<file path="src/rtl/fifo_ctrl_pkg.sv">
// Shared types and helpers for the FIFO write-side control blocks.
// Holds the arbiter state encoding, the width helpers and the one-hot decode.
package fifo_ctrl_pkg;

  typedef enum logic [0:0] {
    IDLE  = 1'b0,
    BURST = 1'b1
  } arb_state_e;

  localparam int MAX_REQ = 8;

  // Owner index width; never less than one bit, so NUM_REQ=2 still gets a real index.
  function automatic int idx_width(input int n);
    idx_width = (n <= 2) ? 1 : $clog2(n);
  endfunction

  function automatic int cnt_width(input int max_burst);
    cnt_width = $clog2(max_burst) + 1;
  endfunction

  localparam int IDX_W_DEFAULT = 2;
  localparam int CNT_W_DEFAULT = 3;

  function automatic logic [MAX_REQ-1:0] onehot(input int idx, input int n);
    onehot = (idx >= 0 && idx < n) ? (MAX_REQ'(1) << idx) : '0;
  endfunction

endpackage

</file>
<file path="src/rtl/fifo_wr_arbiter_rr_pick.sv">
// Combinational round-robin picker: first set request above last_grant, with wrap.
// The caller decides when the winner is actually taken.
module rr_pick #(
  parameter int N  = 4,
  parameter int IW = 2
) (
  input  logic [N-1:0]  req,
  input  logic [IW-1:0] last_grant,
  output logic [IW-1:0] idx,
  output logic          found
);

  always_comb begin
    found = 1'b0;
    idx   = '0;
    for (int k = 1; k <= N; k++) begin
      if (!found && req[(int'(last_grant) + k) % N]) begin
        found = 1'b1;
        idx   = IW'((int'(last_grant) + k) % N);
      end
    end
  end

endmodule

</file>
<file path="src/rtl/fifo_wr_arbiter.sv">
// Round-robin, burst-based arbiter sharing one FIFO write port among NUM_REQ producers.
// Handshake: a beat transfers on a rising edge where req_valid[i] && req_ready[i]; data/last hold until then.
module fifo_wr_arbiter
  import fifo_ctrl_pkg::*;
#(
  parameter int NUM_REQ    = 4,
  parameter int DATA_WIDTH = 8,
  parameter int DEPTH      = 16,
  parameter int MAX_BURST  = 4,
  parameter int MIN_FREE   = 1
) (
  input  logic                          clk,
  input  logic                          rst,
  input  logic [NUM_REQ-1:0]            req_valid,
  input  logic [NUM_REQ-1:0]            req_last,
  input  logic [NUM_REQ*DATA_WIDTH-1:0] req_data,
  output logic [NUM_REQ-1:0]            req_ready,
  input  logic                          fifo_full,
  input  logic [$clog2(DEPTH):0]        fifo_count,
  output logic                          fifo_wr_en,
  output logic [DATA_WIDTH-1:0]         fifo_din,
  output logic [NUM_REQ-1:0]            grant,
  output logic                          busy
);

  localparam int IW = idx_width(NUM_REQ);
  localparam int CW = cnt_width(MAX_BURST);
  localparam int FW = $clog2(DEPTH) + 1;

  arb_state_e          state;
  logic [IW-1:0]       owner;
  logic [IW-1:0]       last_grant;
  logic [CW-1:0]       beat_cnt;
  logic [IW-1:0]       win_idx;
  logic                win_found;
  logic [FW-1:0]       free_slots;
  logic                eligible;
  logic                in_burst;
  logic                owner_valid;
  logic                owner_last;
  logic                beat;
  logic                release_burst;
  logic [MAX_REQ-1:0]  owner_oh;

  rr_pick #(
    .N  (NUM_REQ),
    .IW (IW)
  ) u_pick (
    .req        (req_valid),
    .last_grant (last_grant),
    .idx        (win_idx),
    .found      (win_found)
  );

  // fifo_count never exceeds DEPTH, so the unsigned subtraction cannot wrap.
  assign free_slots = FW'(DEPTH) - fifo_count;
  assign eligible   = win_found && (free_slots >= FW'(MIN_FREE));

  assign in_burst    = (state == BURST);
  assign owner_valid = req_valid[owner];
  assign owner_last  = req_last[owner];
  assign beat        = in_burst && owner_valid && !fifo_full;
  assign owner_oh    = onehot(int'(owner), NUM_REQ);
  assign busy        = in_burst;

  // A full FIFO stalls the burst without releasing it; only a valid drop with no beat releases early.
  assign release_burst = in_burst &&
                         ((beat && (owner_last || beat_cnt == CW'(MAX_BURST - 1))) || !owner_valid);

  always_comb begin
    grant      = '0;
    req_ready  = '0;
    fifo_wr_en = 1'b0;
    fifo_din   = '0;
    if (in_burst) begin
      grant            = owner_oh[NUM_REQ-1:0];
      req_ready[owner] = !fifo_full;
      fifo_wr_en       = beat;
      fifo_din         = req_data[int'(owner)*DATA_WIDTH +: DATA_WIDTH];
    end
  end

  always_ff @(posedge clk or posedge rst) begin
    if (rst) begin
      state      <= IDLE;
      owner      <= '0;
      last_grant <= IW'(NUM_REQ - 1);
      beat_cnt   <= '0;
    end else begin
      case (state)
        IDLE: begin
          if (eligible) begin
            owner      <= win_idx;
            last_grant <= win_idx;
            beat_cnt   <= '0;
            state      <= BURST;
          end
        end
        BURST: begin
          if (beat) beat_cnt <= beat_cnt + CW'(1);
          if (release_burst) state <= IDLE;
        end
        default: state <= IDLE;
      endcase
    end
  end

endmodule
</file>
<file path="config.mk">
export PLATFORM = sky130hd
export DESIGN_NAME = fifo_wr_arbiter
export DESIGN_NICKNAME = d
export VERILOG_FILES = /design/src/rtl/fifo_ctrl_pkg.sv /design/src/rtl/fifo_wr_arbiter_rr_pick.sv /design/src/rtl/fifo_wr_arbiter.sv
export SDC_FILE = /design/constraint.sdc
export NUM_CORES = 1
export LEC_CHECK = 0
export BUFFER_PORTS_ARGS = -buffer_cell sky130_fd_sc_hd__buf_4
export CAP_MARGIN = 40
export CELL_PAD_IN_SITES_DETAIL_PLACEMENT = 0
export CELL_PAD_IN_SITES_GLOBAL_PLACEMENT = 1
export CORE_AREA = 4 4 62 64
export CTS_BUF_LIST = sky130_fd_sc_hd__clkbuf_8
export DETAILED_ROUTE_END_ITERATION = 12
export DIE_AREA = 0 0 66 68
export GPL_TIMING_DRIVEN = 0
export PLACE_DENSITY_LB_ADDON = 0.1
export REMOVE_ABC_BUFFERS = 1
export SETUP_SLACK_MARGIN = 0.3
export SLEW_MARGIN = 20
export SYNTH_ARGS = -nofsm -noshare
export SYNTH_HDL_FRONTEND = slang
export SYNTH_SLANG_ARGS = --single-unit
</file>
<file path="constraint.sdc">
create_clock -name clk -period 1.9 [get_ports clk]
set_input_delay 0.095 -clock clk [delete_from_list [all_inputs] [get_ports clk]]
set_output_delay 0.095 -clock clk [all_outputs]
set_load 0.02 [all_outputs]
</file>
**After elaboration in Yosys (flattened, before gate mapping)**

Index checks and enable logic that the tools add are counted.
W data, S select, Z words.

- Add/sub/neg operators: 6
- Shifts and indexed selects: 2
- Equality and inequality tests: 3
- Order comparisons: 7
- Muxes and demuxes: 36
- Reductions and logical operators: 22
- Bitwise operators: 6

Operators by type and width:

| operator | number |
|---|---|
| $shiftx A32 B6 Y8 | 1 |
| $mux W1 | 18 |
| $lt A3 B4 Y1 const B | 4 |
| $bmux W1 S2 | 6 |
| $logic_and A1 B1 Y1 | 9 |
| $mux W2 | 4 |
| $mux W4 | 2 |
| $mux W8 | 1 |
| $reduce_or A2 Y1 | 4 |
| $mux W3 | 2 |
| $pmux W3 S2 | 1 |
| $ge A5 B1 Y1 const B | 1 |
| $logic_not A1 Y1 | 5 |
| $sub A5 B5 Y5 const A | 1 |
| $add A2 B1 Y2 const B | 2 |
| $add A2 B2 Y2 const B | 2 |
| $and A1 B1 Y1 const A | 4 |
| $and A4 B4 Y4 | 1 |
| $reduce_and A2 Y1 | 2 |
| $shl A1 B2 Y4 const A | 1 |
| $add A3 B1 Y3 const B | 1 |
| $eq A3 B2 Y1 const B | 1 |
| $lt A2 B3 Y1 const B | 1 |
| $demux W1 S2 | 1 |
| other kinds (6) | 7 |

- Bits in registers: 8
- Word-level logic and storage cells: 86
- Input port bits: 48
- Output and inout port bits: 18

**Longest topological paths before layout**

- Depth in word-level cells: 19
- Gate-level depth with buffers: 6
- Depth with buffers taken out: 6

**By module**

From an unflattened synthesis, not the netlist that was laid out.

- Cell total of the unflattened synthesis: 91
- Area total of the unflattened synthesis: 939.7 um^2

By module, submodules not included:

| module | area an instance (um^2) | cells an instance | times used |
|---|---|---|---|
| fifo_wr_arbiter | 848.3 | 77 | 1 |
| rr_pick | 91.3 | 14 | 1 |

**Worst setup path after synthesis**

OpenSTA, ideal clock, no wires.

- Kind: flip-flop to output port
- Start: register owner[0]
- End: output port fifo_din[3]
- Slack: 0.331 ns
- Required time: 1.805 ns
- Data arrival time: 1.474 ns
- Stages on the path, launching flop included: 5
- Cells stage by stage: dfrtp_1 -> buf_2 -> buf_2 -> mux4_2 -> and2_1

- Word-level cells in the longest chain between the ends: 2

Ends and longest elaborated chain:

| element | line | RTL |
|---|---|---|
| from (decl) | fifo_wr_arbiter.sv:31 | `logic [IW-1:0] owner;` |
| from (signal assigned) | fifo_wr_arbiter.sv:93 | `owner <= win_idx;` |
| $shiftx A32 B6 Y8 | fifo_wr_arbiter.sv:79 | `fifo_din = req_data[int'(owner)*DATA_WIDTH +: DATA_WIDTH];` |
| $mux W8 | fifo_wr_arbiter.sv:75 | `if (in_burst) begin` |
| to (decl) | fifo_wr_arbiter.sv:21 | `output logic [DATA_WIDTH-1:0] fifo_din,` |

No other way between the ends.

**Final worst setup path**

- Start: register owner[0]
- End: output port fifo_din[2]

The elaborated chain is that of the path after synthesis.

==> metrics.cfg <==
[outcome]
status = finished, final reports clean

[clock_network]
htree_levels = 1
cts_tree = built
root_buffer = clkbuf_8
cts_buffers = 3
cts_buffer_depth = 2
worst_skew_pair.late_latency_ns = 0.23
clkSinkCount = 8
clk_pin_slew_ns = 0.05

[die]
rows = 21
fp.dieW_um = 66
die_area_sq_mm = 0.00449
initial_core_util = 0.269
coreArea_sq_mm = 0.00328
ios = 66
die_h_um = 68

[critical_path]
crit_slowest_cell = dfrtp_4
path_cells = buf_12 > mux4_2 > and2_4 > buf_6
end_kind = output pin
worstSetupStartpointType = flip-flop
rr_worst_depth = 5
crit_type = flip-flop to output pin
worstPathMaxFanout = 4
worst-path-buf-inv = 2
slowest_delay_ns = 0.51
crit_arrival_ns = 1.60
cp_top_family = flip-flops
cp.depth = 4
crit_required_ns = 1.80

[yosys]
synth_adder_area_share = 0.0566
yosysTopAreaCell = mux4_2
netlist_area_sq_um = 885
synth_compound_area_frac = 0.0877
synth_top_family_by_area = multiplexers
synth.mux.area_fraction = 0.311
synth_edf_count = 0
yosysSeqAreaShare = 0.229
syn_inst = 92
yosys_warnings = 0
synth_xor_area_frac = 0
synth_seq_cells = 8
synth_simple_gate_area_frac = 0.236
synth_cell_type_count = 31
ys.flop_type = dfrtp_1
synth_top_area_frac = 0.255
synth_area_per_cell_sq_um = 9.62
ys_async_sr_fraction = 1.00
synth_top_cells_by_count = inv_1 (10), mux4_2 (10), nor2_1 (9)
yosys-top-cells-area = mux4_2 (25%), dfrtp_1 (17%), dfstp_2 (5.9%)

[sta]
slew_headroom = 0.683
fmax_mhz = 589
rsz0062_at_grt = true
holdWs_ns = 0.227
worst_pin_slew_ns = 0.476
final.min_clock_period_ns = 1.70
setup_viol = 0
fin_crit_sh = 0.894
finalMaxSlewViolations = 0
fin_skew_ns = 0.00783
timing.final.ws_setup_ns = 0.201
timing_hold_violations_final = 0
tns_ns = 0

[route]
vias = 981
drtIter0Drc = 23
remaining_drc_errors = 0
drtPass1Iterations = 4
final_antenna_net_count = 0
wl_per_cell_um = 13.8
routed_wl_um = 2900
vias_per_cell = 4.67

[global_route]
grt_pass1_vias = 1018
grt_max_degree = 16
grt_pass1_wl_um = 4540
grt.overflow.total = 0
antenna_found_initial = 0
grt_use_total = 0.131

[final_layout]
layout-drive-gt1-share = 0.610
area_delta_synth_final_pct = 83.0
finalNetCount = 217
fillers = 327
antenna_cells = 0
fin_util = 0.493

[power]
ir_drop_v = 0.000620
power_density_mw_per_mm2 = 1390
p_leak_uw = 0.000804

[hold_path]
holdCritPathClass = input port to flip-flop
hold_depth = 3

[placed_design]
place_hpwl_um = 2260
pre_cts_slack_ns = -0.00498
io_buffers = 65
gp_congestion = 0.802

[flow_run]
cap_violations = 0

## where the power goes
group | internal (uW) | leakage, uW | total, uW | switching [uW]
combinational | 931 | 0.000683 | 1630 | 695
clock | 140 | 0.0000269 | 214 | 73.4
sequential | 273 | 0.0000941 | 403 | 130
## metal layers
metal,share of wire,vias up,track usage
met2,0.46,49,0.220
met1,0.38,455,0.154
li1,-,472,-
met3,0.14,5,0.0509
met4,0.012,0,0.0381
met5,0,-,0
## cell type report
| type | instances | area [sq um] | area share |
|---|---|---|---|
| inverter | 10 | 37.5 | 0.0232 |
| timing repair buffer | 74 | 632 | 0.390 |
| multi-input combinational | 68 | 638 | 0.394 |
| tap | 46 | 57.6 | 0.0355 |
| sequential | 8 | 209 | 0.129 |
| clock inverter | 1 | 3.75 | 0.00232 |
| clock buffer | 3 | 41.3 | 0.0255 |
## per-stage QoR
stage	std cells	power [uW]	instance area (sq um)
final	210	2240	1620
after global routing	210	2420	1620
after CTS	210	2240	1600
after detailed placement	197	1680	1400
after global placement	197	1670	1400
after floorplan	86	1190	852
## sequential cells by signal, indices dropped and copies added (netlist names)
name        count
beat_cnt        3
owner           2
last_grant      2
busy            1
## final timing paths
kind                                 end          start  slack [ns]
hold reg to reg            last_grant[1]  last_grant[1]        0.52
max in group asynchronous  last_grant[1]            rst        1.23
setup / recovery             fifo_din[2]       owner[0]        0.20
min in group asynchronous    beat_cnt[2]            rst        0.37
hold / removal                  owner[1]   req_valid[2]        0.23
setup reg to reg             beat_cnt[2]       owner[0]        0.29
## logic make-up (layout without fill, tap and decap cells)
| logic type | count (synthesis) | count (layout) |
|---|---|---|
| buffers and inverters | 16 | 88 |
| and+or+nand+nor | 38 | 38 |
| muxes | 15 | 15 |
| AOI/OAI and AO/OA | 11 | 11 |
| DFF | 8 | 8 |
| adders and majority gates | 4 | 4 |
## cells in the final DEF (no fill, tap or decap), types with 4 or more instances in the layout
cell type | netlist | final
buf_6 | 1 | 13
nand2_1 | 5 | 5
mux2i_1 | 5 | 5
buf_4 | 0 | 58
inv_1 | 10 | 11
ha_1 | 4 | 4
and2_1 | 8 | 5
nor3_1 | 4 | 4
nor2_1 | 9 | 9
mux4_2 | 10 | 10
## timing repair
| item | CTS | global route |
|---|---|---|
| buffers inserted | 8 | 0 |
| endpoints found under the hold margin | 6 | 0 |
| setup endpoints to repair | 17 | 19 |
| resized for setup | 20 | 6 |
| pin swaps | 2 | 2 |
| hold buffers | 1 | 0 |
## worst register-to-register path: stages, from the launching register on
cell	delay, ns
dfrtp_4	0.51
buf_6	0.14
mux4_2	0.31
and3_4	0.21
buf_6	0.13
a22o_1	0.19
(Power assumes the default switching activity.)
